<file path="src/rtl/video_timing_pkg.sv">
// Shared PAL raster geometry, counter widths and a modulo window compare
// used by the pal_video_timing block.
package video_timing_pkg;

    localparam int unsigned PAL_H_TOTAL       = 912;
    localparam int unsigned PAL_V_TOTAL       = 312;
    localparam int unsigned PAL_H_SYNC_START  = 704;
    localparam int unsigned PAL_H_SYNC_LEN    = 64;
    localparam int unsigned PAL_V_BLANK_START = 248;
    localparam int unsigned PAL_V_SYNC_LEN    = 4;
    localparam int unsigned PAL_H_BLANK_START = 640;
    localparam int unsigned PAL_INT_LEN       = 128;

    localparam int unsigned HC_W = 10;
    localparam int unsigned VC_W = 9;

    // Fixed Spectrum paper area and blanking tails
    localparam int unsigned PAPER_H       = 512;
    localparam int unsigned PAPER_V       = 192;
    localparam int unsigned H_BLANK_TAIL  = 80;
    localparam int unsigned V_BLANK_LINES = 8;

    // True when x lies in [start, start+len) taken modulo total
    function automatic logic in_window(input int unsigned x, input int unsigned start,
                                       input int unsigned len, input int unsigned total);
        int unsigned off;
        off = (x + total - (start % total)) % total;
        return off < len;
    endfunction

endpackage

</file>
<file path="src/rtl/pal_video_timing_if.sv">
// Pixel-enable input and timing outputs of the PAL raster generator.
interface pal_video_timing_if;
    import video_timing_pkg::*;

    logic            clk14en;
    logic [HC_W-1:0] hc;
    logic [VC_W-1:0] vc;
    logic            hsync_ext_n;
    logic            vsync_ext_n;
    logic            csync_ext_n;
    logic            hblank;
    logic            vblank;
    logic            paper;
    logic            int_n;
    logic            line_start;
    logic            frame_start;

    modport master (
        input  clk14en,
        output hc, vc, hsync_ext_n, vsync_ext_n, csync_ext_n,
        output hblank, vblank, paper, int_n, line_start, frame_start
    );

    modport slave (
        output clk14en,
        input  hc, vc, hsync_ext_n, vsync_ext_n, csync_ext_n,
        input  hblank, vblank, paper, int_n, line_start, frame_start
    );

endinterface

</file>
<file path="src/rtl/hv_counter.sv">
// Enable-qualified horizontal/vertical wrap counters; also exposes the
// next-state values so decoded flags can be registered without skew.
module hv_counter
    import video_timing_pkg::*;
#(
    parameter int unsigned H_TOTAL = PAL_H_TOTAL,
    parameter int unsigned V_TOTAL = PAL_V_TOTAL
) (
    input  logic            clk,
    input  logic            rst,
    input  logic            en,
    output logic [HC_W-1:0] hc,
    output logic [VC_W-1:0] vc,
    output logic [HC_W-1:0] hc_next_c,
    output logic [VC_W-1:0] vc_next_c
);

    always_comb begin
        hc_next_c = hc;
        vc_next_c = vc;
        if (en) begin
            if (hc == HC_W'(H_TOTAL - 1)) begin
                hc_next_c = '0;
                vc_next_c = (vc == VC_W'(V_TOTAL - 1)) ? '0 : vc + VC_W'(1);
            end else begin
                hc_next_c = hc + HC_W'(1);
            end
        end
    end

    always_ff @(posedge clk or posedge rst) begin
        if (rst) begin
            hc <= '0;
            vc <= '0;
        end else begin
            hc <= hc_next_c;
            vc <= vc_next_c;
        end
    end

endmodule

</file>
<file path="src/rtl/pal_video_timing.sv">
// 50 Hz PAL raster timing for the Spectrum video path. Define
// PAL_CSYNC_SERRATION_EN to add two serration windows per VSYNC line on csync.
module pal_video_timing
    import video_timing_pkg::*;
#(
    parameter int unsigned H_TOTAL       = PAL_H_TOTAL,
    parameter int unsigned H_BLANK_START = PAL_H_BLANK_START,
    parameter int unsigned H_SYNC_START  = PAL_H_SYNC_START,
    parameter int unsigned H_SYNC_LEN    = PAL_H_SYNC_LEN,
    parameter int unsigned V_TOTAL       = PAL_V_TOTAL,
    parameter int unsigned V_BLANK_START = PAL_V_BLANK_START,
    parameter int unsigned V_SYNC_LEN    = PAL_V_SYNC_LEN,
    parameter int unsigned INT_LEN       = PAL_INT_LEN
) (
    input  logic                clk,
    input  logic                rst,
    pal_video_timing_if.master  vid
);

    localparam int unsigned HB_END = H_TOTAL - H_BLANK_TAIL;
    localparam int unsigned HS_END = H_SYNC_START + H_SYNC_LEN;
    localparam int unsigned VB_END = V_BLANK_START + V_BLANK_LINES;
    localparam int unsigned VS_END = V_BLANK_START + V_SYNC_LEN;

    // Geometry must fit the counters and keep every window ordered
    if (H_TOTAL > (2 ** HC_W) || V_TOTAL > (2 ** VC_W) || H_TOTAL < H_BLANK_TAIL ||
        HS_END > H_TOTAL || H_BLANK_START >= HB_END || VB_END > V_TOTAL ||
        V_SYNC_LEN > V_BLANK_LINES || INT_LEN > H_TOTAL) begin : g_bad_geometry
        $error("pal_video_timing: parameter sums exceed counter range");
    end

    logic [HC_W-1:0] hc_next_c;
    logic [VC_W-1:0] vc_next_c;

    hv_counter #(
        .H_TOTAL (H_TOTAL),
        .V_TOTAL (V_TOTAL)
    ) u_hv_counter (
        .clk       (clk),
        .rst       (rst),
        .en        (vid.clk14en),
        .hc        (vid.hc),
        .vc        (vid.vc),
        .hc_next_c (hc_next_c),
        .vc_next_c (vc_next_c)
    );

    logic hsync_n_c, vsync_n_c, csync_n_c;
    logic hblank_c, vblank_c, paper_c, int_n_c;
    logic line_start_c, frame_start_c;

`ifdef PAL_CSYNC_SERRATION_EN
    localparam int unsigned SER2_START = (H_SYNC_START + H_TOTAL / 2) % H_TOTAL;
`endif

    // Decode from next counter values so registered flags align with hc/vc
    always_comb begin
        hsync_n_c     = !(hc_next_c >= HC_W'(H_SYNC_START) && hc_next_c < HC_W'(HS_END));
        vsync_n_c     = !(vc_next_c >= VC_W'(V_BLANK_START) && vc_next_c < VC_W'(VS_END));
        hblank_c      = hc_next_c >= HC_W'(H_BLANK_START) && hc_next_c < HC_W'(HB_END);
        vblank_c      = vc_next_c >= VC_W'(V_BLANK_START) && vc_next_c < VC_W'(VB_END);
        paper_c       = hc_next_c < HC_W'(PAPER_H) && vc_next_c < VC_W'(PAPER_V);
        int_n_c       = !(vc_next_c == VC_W'(V_BLANK_START) && hc_next_c < HC_W'(INT_LEN));
        line_start_c  = vid.clk14en && (hc_next_c == '0);
        frame_start_c = line_start_c && (vc_next_c == '0);
`ifdef PAL_CSYNC_SERRATION_EN
        csync_n_c     = hsync_n_c;
        if (!vsync_n_c) begin
            csync_n_c = in_window(32'(hc_next_c), H_SYNC_START, H_SYNC_LEN, H_TOTAL) ||
                        in_window(32'(hc_next_c), SER2_START, H_SYNC_LEN, H_TOTAL);
        end
`else
        csync_n_c     = hsync_n_c & vsync_n_c;
`endif
    end

    always_ff @(posedge clk or posedge rst) begin
        if (rst) begin
            vid.hsync_ext_n <= 1'b1;
            vid.vsync_ext_n <= 1'b1;
            vid.csync_ext_n <= 1'b1;
            vid.hblank      <= 1'b0;
            vid.vblank      <= 1'b0;
            vid.paper       <= 1'b1;
            vid.int_n       <= 1'b1;
            vid.line_start  <= 1'b0;
            vid.frame_start <= 1'b0;
        end else begin
            vid.hsync_ext_n <= hsync_n_c;
            vid.vsync_ext_n <= vsync_n_c;
            vid.csync_ext_n <= csync_n_c;
            vid.hblank      <= hblank_c;
            vid.vblank      <= vblank_c;
            vid.paper       <= paper_c;
            vid.int_n       <= int_n_c;
            vid.line_start  <= line_start_c;
            vid.frame_start <= frame_start_c;
        end
    end

endmodule
</file>
<file path="src/flat_wrapper.sv">
// flat-port wrapper written by rule: the top's interface ports become plain ports
module pal_video_timing_flat import video_timing_pkg::*;
#(
    parameter int unsigned H_TOTAL       = PAL_H_TOTAL,
    parameter int unsigned H_BLANK_START = PAL_H_BLANK_START,
    parameter int unsigned H_SYNC_START  = PAL_H_SYNC_START,
    parameter int unsigned H_SYNC_LEN    = PAL_H_SYNC_LEN,
    parameter int unsigned V_TOTAL       = PAL_V_TOTAL,
    parameter int unsigned V_BLANK_START = PAL_V_BLANK_START,
    parameter int unsigned V_SYNC_LEN    = PAL_V_SYNC_LEN,
    parameter int unsigned INT_LEN       = PAL_INT_LEN
)
  (clk, rst, vid_clk14en, vid_hc, vid_vc, vid_hsync_ext_n, vid_vsync_ext_n, vid_csync_ext_n, vid_hblank, vid_vblank, vid_paper, vid_int_n, vid_line_start, vid_frame_start);
  pal_video_timing_if vid_i ();
  input  logic clk;
  input  logic rst;
  input wire logic [$bits(vid_i.clk14en)-1:0] vid_clk14en;
  output wire logic [$bits(vid_i.hc)-1:0] vid_hc;
  output wire logic [$bits(vid_i.vc)-1:0] vid_vc;
  output wire logic [$bits(vid_i.hsync_ext_n)-1:0] vid_hsync_ext_n;
  output wire logic [$bits(vid_i.vsync_ext_n)-1:0] vid_vsync_ext_n;
  output wire logic [$bits(vid_i.csync_ext_n)-1:0] vid_csync_ext_n;
  output wire logic [$bits(vid_i.hblank)-1:0] vid_hblank;
  output wire logic [$bits(vid_i.vblank)-1:0] vid_vblank;
  output wire logic [$bits(vid_i.paper)-1:0] vid_paper;
  output wire logic [$bits(vid_i.int_n)-1:0] vid_int_n;
  output wire logic [$bits(vid_i.line_start)-1:0] vid_line_start;
  output wire logic [$bits(vid_i.frame_start)-1:0] vid_frame_start;
  assign vid_i.clk14en = vid_clk14en;
  assign vid_hc = vid_i.hc;
  assign vid_vc = vid_i.vc;
  assign vid_hsync_ext_n = vid_i.hsync_ext_n;
  assign vid_vsync_ext_n = vid_i.vsync_ext_n;
  assign vid_csync_ext_n = vid_i.csync_ext_n;
  assign vid_hblank = vid_i.hblank;
  assign vid_vblank = vid_i.vblank;
  assign vid_paper = vid_i.paper;
  assign vid_int_n = vid_i.int_n;
  assign vid_line_start = vid_i.line_start;
  assign vid_frame_start = vid_i.frame_start;
  pal_video_timing #(.H_TOTAL(H_TOTAL), .H_BLANK_START(H_BLANK_START), .H_SYNC_START(H_SYNC_START), .H_SYNC_LEN(H_SYNC_LEN), .V_TOTAL(V_TOTAL), .V_BLANK_START(V_BLANK_START), .V_SYNC_LEN(V_SYNC_LEN), .INT_LEN(INT_LEN)) u_core (.clk(clk), .rst(rst), .vid(vid_i));
endmodule
</file>
<file path="config.mk">
export PLATFORM = sky130hd
export DESIGN_NAME = pal_video_timing_flat
export DESIGN_NICKNAME = d
export VERILOG_FILES = /design/src/rtl/video_timing_pkg.sv /design/src/rtl/pal_video_timing_if.sv /design/src/rtl/hv_counter.sv /design/src/rtl/pal_video_timing.sv /design/src/flat_wrapper.sv
export SDC_FILE = /design/constraint.sdc
export NUM_CORES = 1
export LEC_CHECK = 0
export ABC_AREA = 1
export CAP_MARGIN = 25
export CORE_UTILIZATION = 52
export CTS_CLUSTER_SIZE = 30
export DETAILED_ROUTE_END_ITERATION = 16
export GPL_TIMING_DRIVEN = 0
export PLACE_DENSITY_LB_ADDON = 0.25
export SLEW_MARGIN = 20
export SYNTH_ARGS = -nofsm -noshare
export SYNTH_HDL_FRONTEND = slang
export SYNTH_SLANG_ARGS = --single-unit
</file>
<file path="constraint.sdc">
create_clock -name clk -period 2.11 [get_ports clk]
set_clock_uncertainty 0.05 [all_clocks]
set_input_delay 0.422 -clock clk [delete_from_list [all_inputs] [get_ports clk]]
set_output_delay 0.422 -clock clk [all_outputs]
set_load 0.01 [all_outputs]
</file>
# Word level (Yosys, flattened, before mapping)
# Cells that the tools add are included.
word_totals:
  register_bits: 28
  input_bits: 3
  output_inout_bits: 28
  wordCells: 45
classes:
  add_sub_neg: 2
  order_cmp: 10
  n_eq_ne: 3
  mux: 5
  n_bitwise: 1
  reduce_logical: 13
ops:
  columns: ["operator", "count"]
  rows:
  - ["less-than comparator 10 bit, second input constant", 3]
  - ["2-to-1 mux 9 bit", 3]
  - [">= comparator 10 bit, second input constant", 2]
  - ["2-to-1 mux 10 bit", 2]
  - ["less-than comparator 9 x 8 -> 1 bit, second input constant", 2]
  - ["adder 10 x 1 -> 10 bit, second input constant", 1]
  - ["equality test 10 bit, second input constant", 1]
  - ["zero test 10 bit", 1]
  - ["less-than comparator 10 x 8 -> 1 bit, second input constant", 1]
  - ["adder 9 x 1 -> 9 bit, second input constant", 1]
  - ["equality test 9 x 8 -> 1 bit, second input constant", 1]
  - ["equality test 9 bit, second input constant", 1]
  - [">= comparator 9 x 8 -> 1 bit, second input constant", 1]
  - ["zero test 9 bit", 1]
  - ["less-than comparator 9 bit, second input constant", 1]
  - ["logical AND 1 bit", 8]
  - ["zero test 1 bit", 3]
  - ["bitwise AND 1 bit", 1]

# Logic depth before layout (Yosys ltp)
logic_depth:
  ltp_word: 8
  mapped_depth: 13

# By module
# A second synthesis with hierarchy kept.
hier_totals:
  hier_cells: 211
  hier_area_um2: 1597.8
by_module_without_submodules:
  columns: ["mod", "n_inst", "cells_each", "area_each_um2", "seq_area_each_um2"]
  rows:
  - ["hv_counter", 1, 163, 1197.4, 475.5]
  - ["pal_video_timing", 1, 48, 400.4, 231.5]

# Worst setup path after synthesis
# No wires, ideal clock.
synth_timing:
  kind: "register to register"
  from: "register u_core.u_hv_counter.hc[0]"
  to: "register u_core.vid.csync_ext_n"
  t_arrival_ns: 1.630
  t_required_ns: 1.980
  setup_slack_ns: 0.349
  path_stages_with_launch: 13
  synth_period_minus_slack_ns: 1.761
  path_cell_list: "dfrtp_1 -> ha_1 -> nand2_1 -> inv_1 -> nand3_2 -> nor2_4 -> nand2_4 -> o21bai_4 -> nand2_2 -> nor2_2 -> nand3_2 -> nor2_2 -> nor2_1"
synth_between:
  elab_chain_cells: 7
  elab_cells_between_ends: 15
  cone_classes: "add/sub: 1; order compare: 4; eq/ne: 1; mux: 4; bitwise: 1; reduce/logical: 4"
synth_rtl:
  columns: ["item", "line_no", "text"]
  rows:
  - ["from (decl)", "hv_counter.sv:12", "output logic [HC_W-1:0] hc,"]
  - ["from (signal assigned)", "hv_counter.sv:36", "hc <= hc_next_c;"]
  - ["adder 10 x 1 -> 10 bit / equality test 10 bit (equally long branches)", "hv_counter.sv:26, hv_counter.sv:22", null]
  - ["2-to-1 mux 10 bit / 2-to-1 mux 9 bit (equally long branches)", "hv_counter.sv:22", "if (hc == HC_W'(H_TOTAL - 1)) begin"]
  - ["2-to-1 mux 10 bit / 2-to-1 mux 9 bit (equally long branches)", "hv_counter.sv:21", "if (en) begin"]
  - [">= comparator 10 bit (tied with other cells)", "pal_video_timing.sv:58", "hsync_n_c = !(hc_next_c >= HC_W'(H_SYNC_START) && hc_next_c < HC_W'(HS_END));"]
  - ["logical AND 1 bit (on tied branches)", "pal_video_timing.sv:58, pal_video_timing.sv:59", null]
  - ["zero test 1 bit (on tied branches)", "pal_video_timing.sv:58, pal_video_timing.sv:59", null]
  - ["bitwise AND 1 bit *", "pal_video_timing.sv:73", "csync_n_c = hsync_n_c & vsync_n_c;"]
  - ["named net u_core.csync_n_c", "pal_video_timing.sv:48", "logic hsync_n_c, vsync_n_c, csync_n_c;"]
  - ["to (signal assigned)", "pal_video_timing.sv:91", "vid.csync_ext_n <= csync_n_c;"]
  - ["to (decl)", "pal_video_timing_if.sv:20", "output hc, vc, hsync_ext_n, vsync_ext_n, csync_ext_n,"]
# The timed path passes the listed nets; every way through them passes the cells marked *.

# Final worst setup path
layout_timing:
  from: "register u_core.u_hv_counter.hc[1]"
  to: "register u_core.vid.csync_ext_n"
# The elaborated chain is that of the path after synthesis.

==> results.py <==
metrics = {
    "status": {
        "status": "completed",
    },
    "min_path": {
        "worst_hold_path_type": "input pin to async pin",
    },
    "power": {
        "powerDensity_nw_per_um2": 813,
        "p_leak_nw": 1.01,
        "pwr-share-comb_pct": 36.8,
        "p_seq_share_pct": 42.8,
        "switching_share_pct": 36.7,
        "peakVddDrop_uv": 366,
        "pwr-share-clk_pct": 20.4,
        "p_sw_w": 0.000636,
        "internal-power_w": 0.00110,
    },
    "critical_path": {
        "cp-end-kind": "register",
        "cp.arrival_ns": 2.16,
        "rrSetupSlack_ns": 0.17,
        "required_ns": 2.33,
        "path_max_fanout": 6,
        "reg2reg_from": "u_core.u_hv_counter.hc[1]$_DFF_PP0_",
        "reg2reg_depth": 12,
        "r2r_end": "u_core.vid.csync_ext_n$_DFF_PP1_",
        "startpoint_type": "register",
        "path_class": "register to register",
    },
    "layout": {
        "utilization_pct": 69.2,
        "mostFrequentLayoutCells": "nand2_1 (49), inv_1 (40), clkdlybuf4s50_1 (29)",
        "diodes": 0,
        "reg.largest.list": "u_core.u_hv_counter.hc x10, u_core.u_hv_counter.vc x9",
        "layout-drive-gt1-share_pct": 18.3,
        "stdcell_area_um2": 2130,
        "area_growth_syn_to_layout_pct": 25.7,
        "top_register": "u_core.u_hv_counter.hc",
        "stdcell_count": 301,
        "final_common_cell": "nand2_1",
        "largest_reg_flops": 10,
        "fin_nets": 263,
    },
    "yosys": {
        "synthCells": 222,
        "synth-main-ff-cell": "dfrtp_1",
        "async_reset_ff_share_pct": 100,
        "ys_types": 29,
        "synth_area_um2": 1700,
        "ys_ff_latch": 28,
        "synth_edf_count": 0,
        "ys_warn_count": 0,
        "syn_area_per_cell_um2": 7.64,
        "ys_seq_area_share_pct": 41.7,
        "synth_fp_nets": 227,
    },
    "clock_network": {
        "cts.htree.levels": 1,
        "cts_hold_buf": 0,
        "insertion_delay_ns": 0.33,
        "clk_pin_slew_ns": 0.15,
        "clockBufferDepth": 2,
        "cts_tree": "done",
        "clock-sinks": 28,
        "numCtsBuffers": 3,
        "ctsRootBufferMaster": "clkbuf_4",
    },
    "route": {
        "vias_per_cell": 4.94,
        "num_vias": 1486,
        "wl_per_cell_um": 11.9,
        "initialDrtViolationCount": 35,
        "drc": 0,
        "drt_wl_total_um": 3570,
        "dr.pass1.iters": 4,
        "detail-route-antenna-nets": 0,
    },
    "sta": {
        "slew_headroom_pct": 66.1,
        "period_needed_ns": 1.94,
        "finalHoldViolCount": 0,
        "tightest_slew_ns": 0.508,
        "finalMaxSlewViolations": 0,
        "timing.fmax_mhz": 515,
        "min_period_over_period_pct": 91.9,
        "finalSetupViolations": 0,
        "rsz0062_at_grt": "no",
        "setup_tns_ns": 0,
    },
    "die": {
        "start_util_pct": 55.1,
        "num_rows": 20,
        "die_h_um": 59.1,
        "die_w_um": 59.1,
        "io_pins": 31,
        "coreArea_um2": 3080,
        "die-area_um2": 3490,
    },
    "placement": {
        "place_hpwl_um": 2830,
        "dp_cells": 296,
        "place_congestion": 0.859,
        "dpl_cell_area_um2": 2070,
        "portBuffers": 29,
    },
    "global_routing": {
        "grt_pass1_vias": 1366,
        "grt_pass1_wl_um": 5790,
        "antenna_found_initial": 0,
        "grt_max_degree": 19,
        "grtUsageTotal_pct": 22.3,
        "grt_overflow": 0,
    },
    "run": {
        "maxCapViolCount": 0,
    },
}
[what timing repair did]
action                     in CTS  in global routing
buffers inserted                0                  1
setup endpoints to repair       0                  3
resized for setup               0                  1
[per-stage QoR]
step	worst slack, ns	hold slack, ns	total power, W
finish	0.170	0.346	0.00173
floorplan	0.349	0.434	0.00113
detailed placement	0.138	0.532	0.00139
global route	0.00326	0.385	0.00184
global placement	0.175	0.497	0.00136
CTS	0.106	0.352	0.00174
[metal layers]
layer / share of wire, % / vias up / GRT usage, %
met3: 2.9 / 8 / 1.97
met1: 46 / 686 / 29.2
li1: - / 759 / -
met4: 1.8 / 0 / 7.14
met2: 49 / 33 / 39.1
met5: 0 / - / 0
[cell families (layout without fill, tap and decap cells)]
group | count (synthesis) | in the layout | share of synthesized area (%)
fa+ha+maj | 2 | 2 | 1.48
simple gates | 129 | 129 | 39.3
xor+xnor | 2 | 2 | 1.03
buf+inv | 49 | 84 | 11.4
flops | 28 | 28 | 41.7
compound gates | 12 | 12 | 5.09
[final cells by class]
| class | instances | area (um2) |
|---|---|---|
| Inverter | 47 | 176 |
| Clock inverter | 1 | 30.0 |
| Buffer | 2 | 16.3 |
| Tap cell | 44 | 55.1 |
| Multi-Input combinational cell | 145 | 798 |
| Fill cell | 252 | 947 |
| Timing Repair Buffer | 31 | 325 |
| Clock buffer | 3 | 22.5 |
| Sequential cell | 28 | 707 |
[power groups by stage]
| stage | registers (W) | clock network [W] | logic, W |
|---|---|---|---|
| CTS | 0.000744 | 0.000362 | 0.000635 |
| global placement | 0.000751 | 0 | 0.000612 |
| global route | 0.000757 | 0.000379 | 0.000706 |
| floorplan | 0.000771 | 0 | 0.000357 |
| finish | 0.000742 | 0.000353 | 0.000638 |
| detailed placement | 0.000755 | 0 | 0.000633 |
[cell usage after synthesis (3+ instances only)]
cell,number,area (um2)
nor2_1,24,90.1
nor3_1,5,25.0
o21ai_1,3,15.0
nand4_1,11,68.8
nand2_2,5,31.3
nand2_1,49,184
inv_1,40,150
inv_2,7,26.3
nor2_4,4,45.0
o21ai_0,3,15.0
nor2_2,4,25.0
dfstp_2,5,131
nand3_2,4,40.0
dfrtp_1,23,576
nand3_1,16,80.1
[worst max path at each step]
| stage | startpoint | to | slack (ns) | cells after the start |
|---|---|---|---|---|
| floorplan | u_core.u_hv_counter.hc[0]$_DFF_PP0_ | u_core.vid.csync_ext_n$_DFF_PP1_ | 0.35 | 12 |
| global route | u_core.u_hv_counter.vc[0]$_DFF_PP0_ | u_core.vid.csync_ext_n$_DFF_PP1_ | 0.003 | 13 |
| CTS | u_core.u_hv_counter.hc[0]$_DFF_PP0_ | u_core.vid.csync_ext_n$_DFF_PP1_ | 0.11 | 12 |
| detailed placement | u_core.u_hv_counter.hc[0]$_DFF_PP0_ | u_core.vid.csync_ext_n$_DFF_PP1_ | 0.14 | 12 |
| global placement | u_core.u_hv_counter.vc[0]$_DFF_PP0_ | u_core.vid.frame_start$_DFF_PP0_ | 0.18 | 11 |
| finish | u_core.u_hv_counter.hc[1]$_DFF_PP0_ | u_core.vid.csync_ext_n$_DFF_PP1_ | 0.17 | 12 |
[critical path: stages, from the launching register on]
cell     delay [ns]
dfrtp_1        0.43
ha_1           0.24
inv_1          0.06
nor2_2         0.15
nand3_2        0.11
nor2_4         0.15
nand3_1        0.09
nand2_1        0.06
nand2_1        0.09
nor2_1         0.16
nand3_2        0.12
nor2_2         0.12
nor2_1         0.05
No activity file was read; power rests on OpenSTA's default activity.
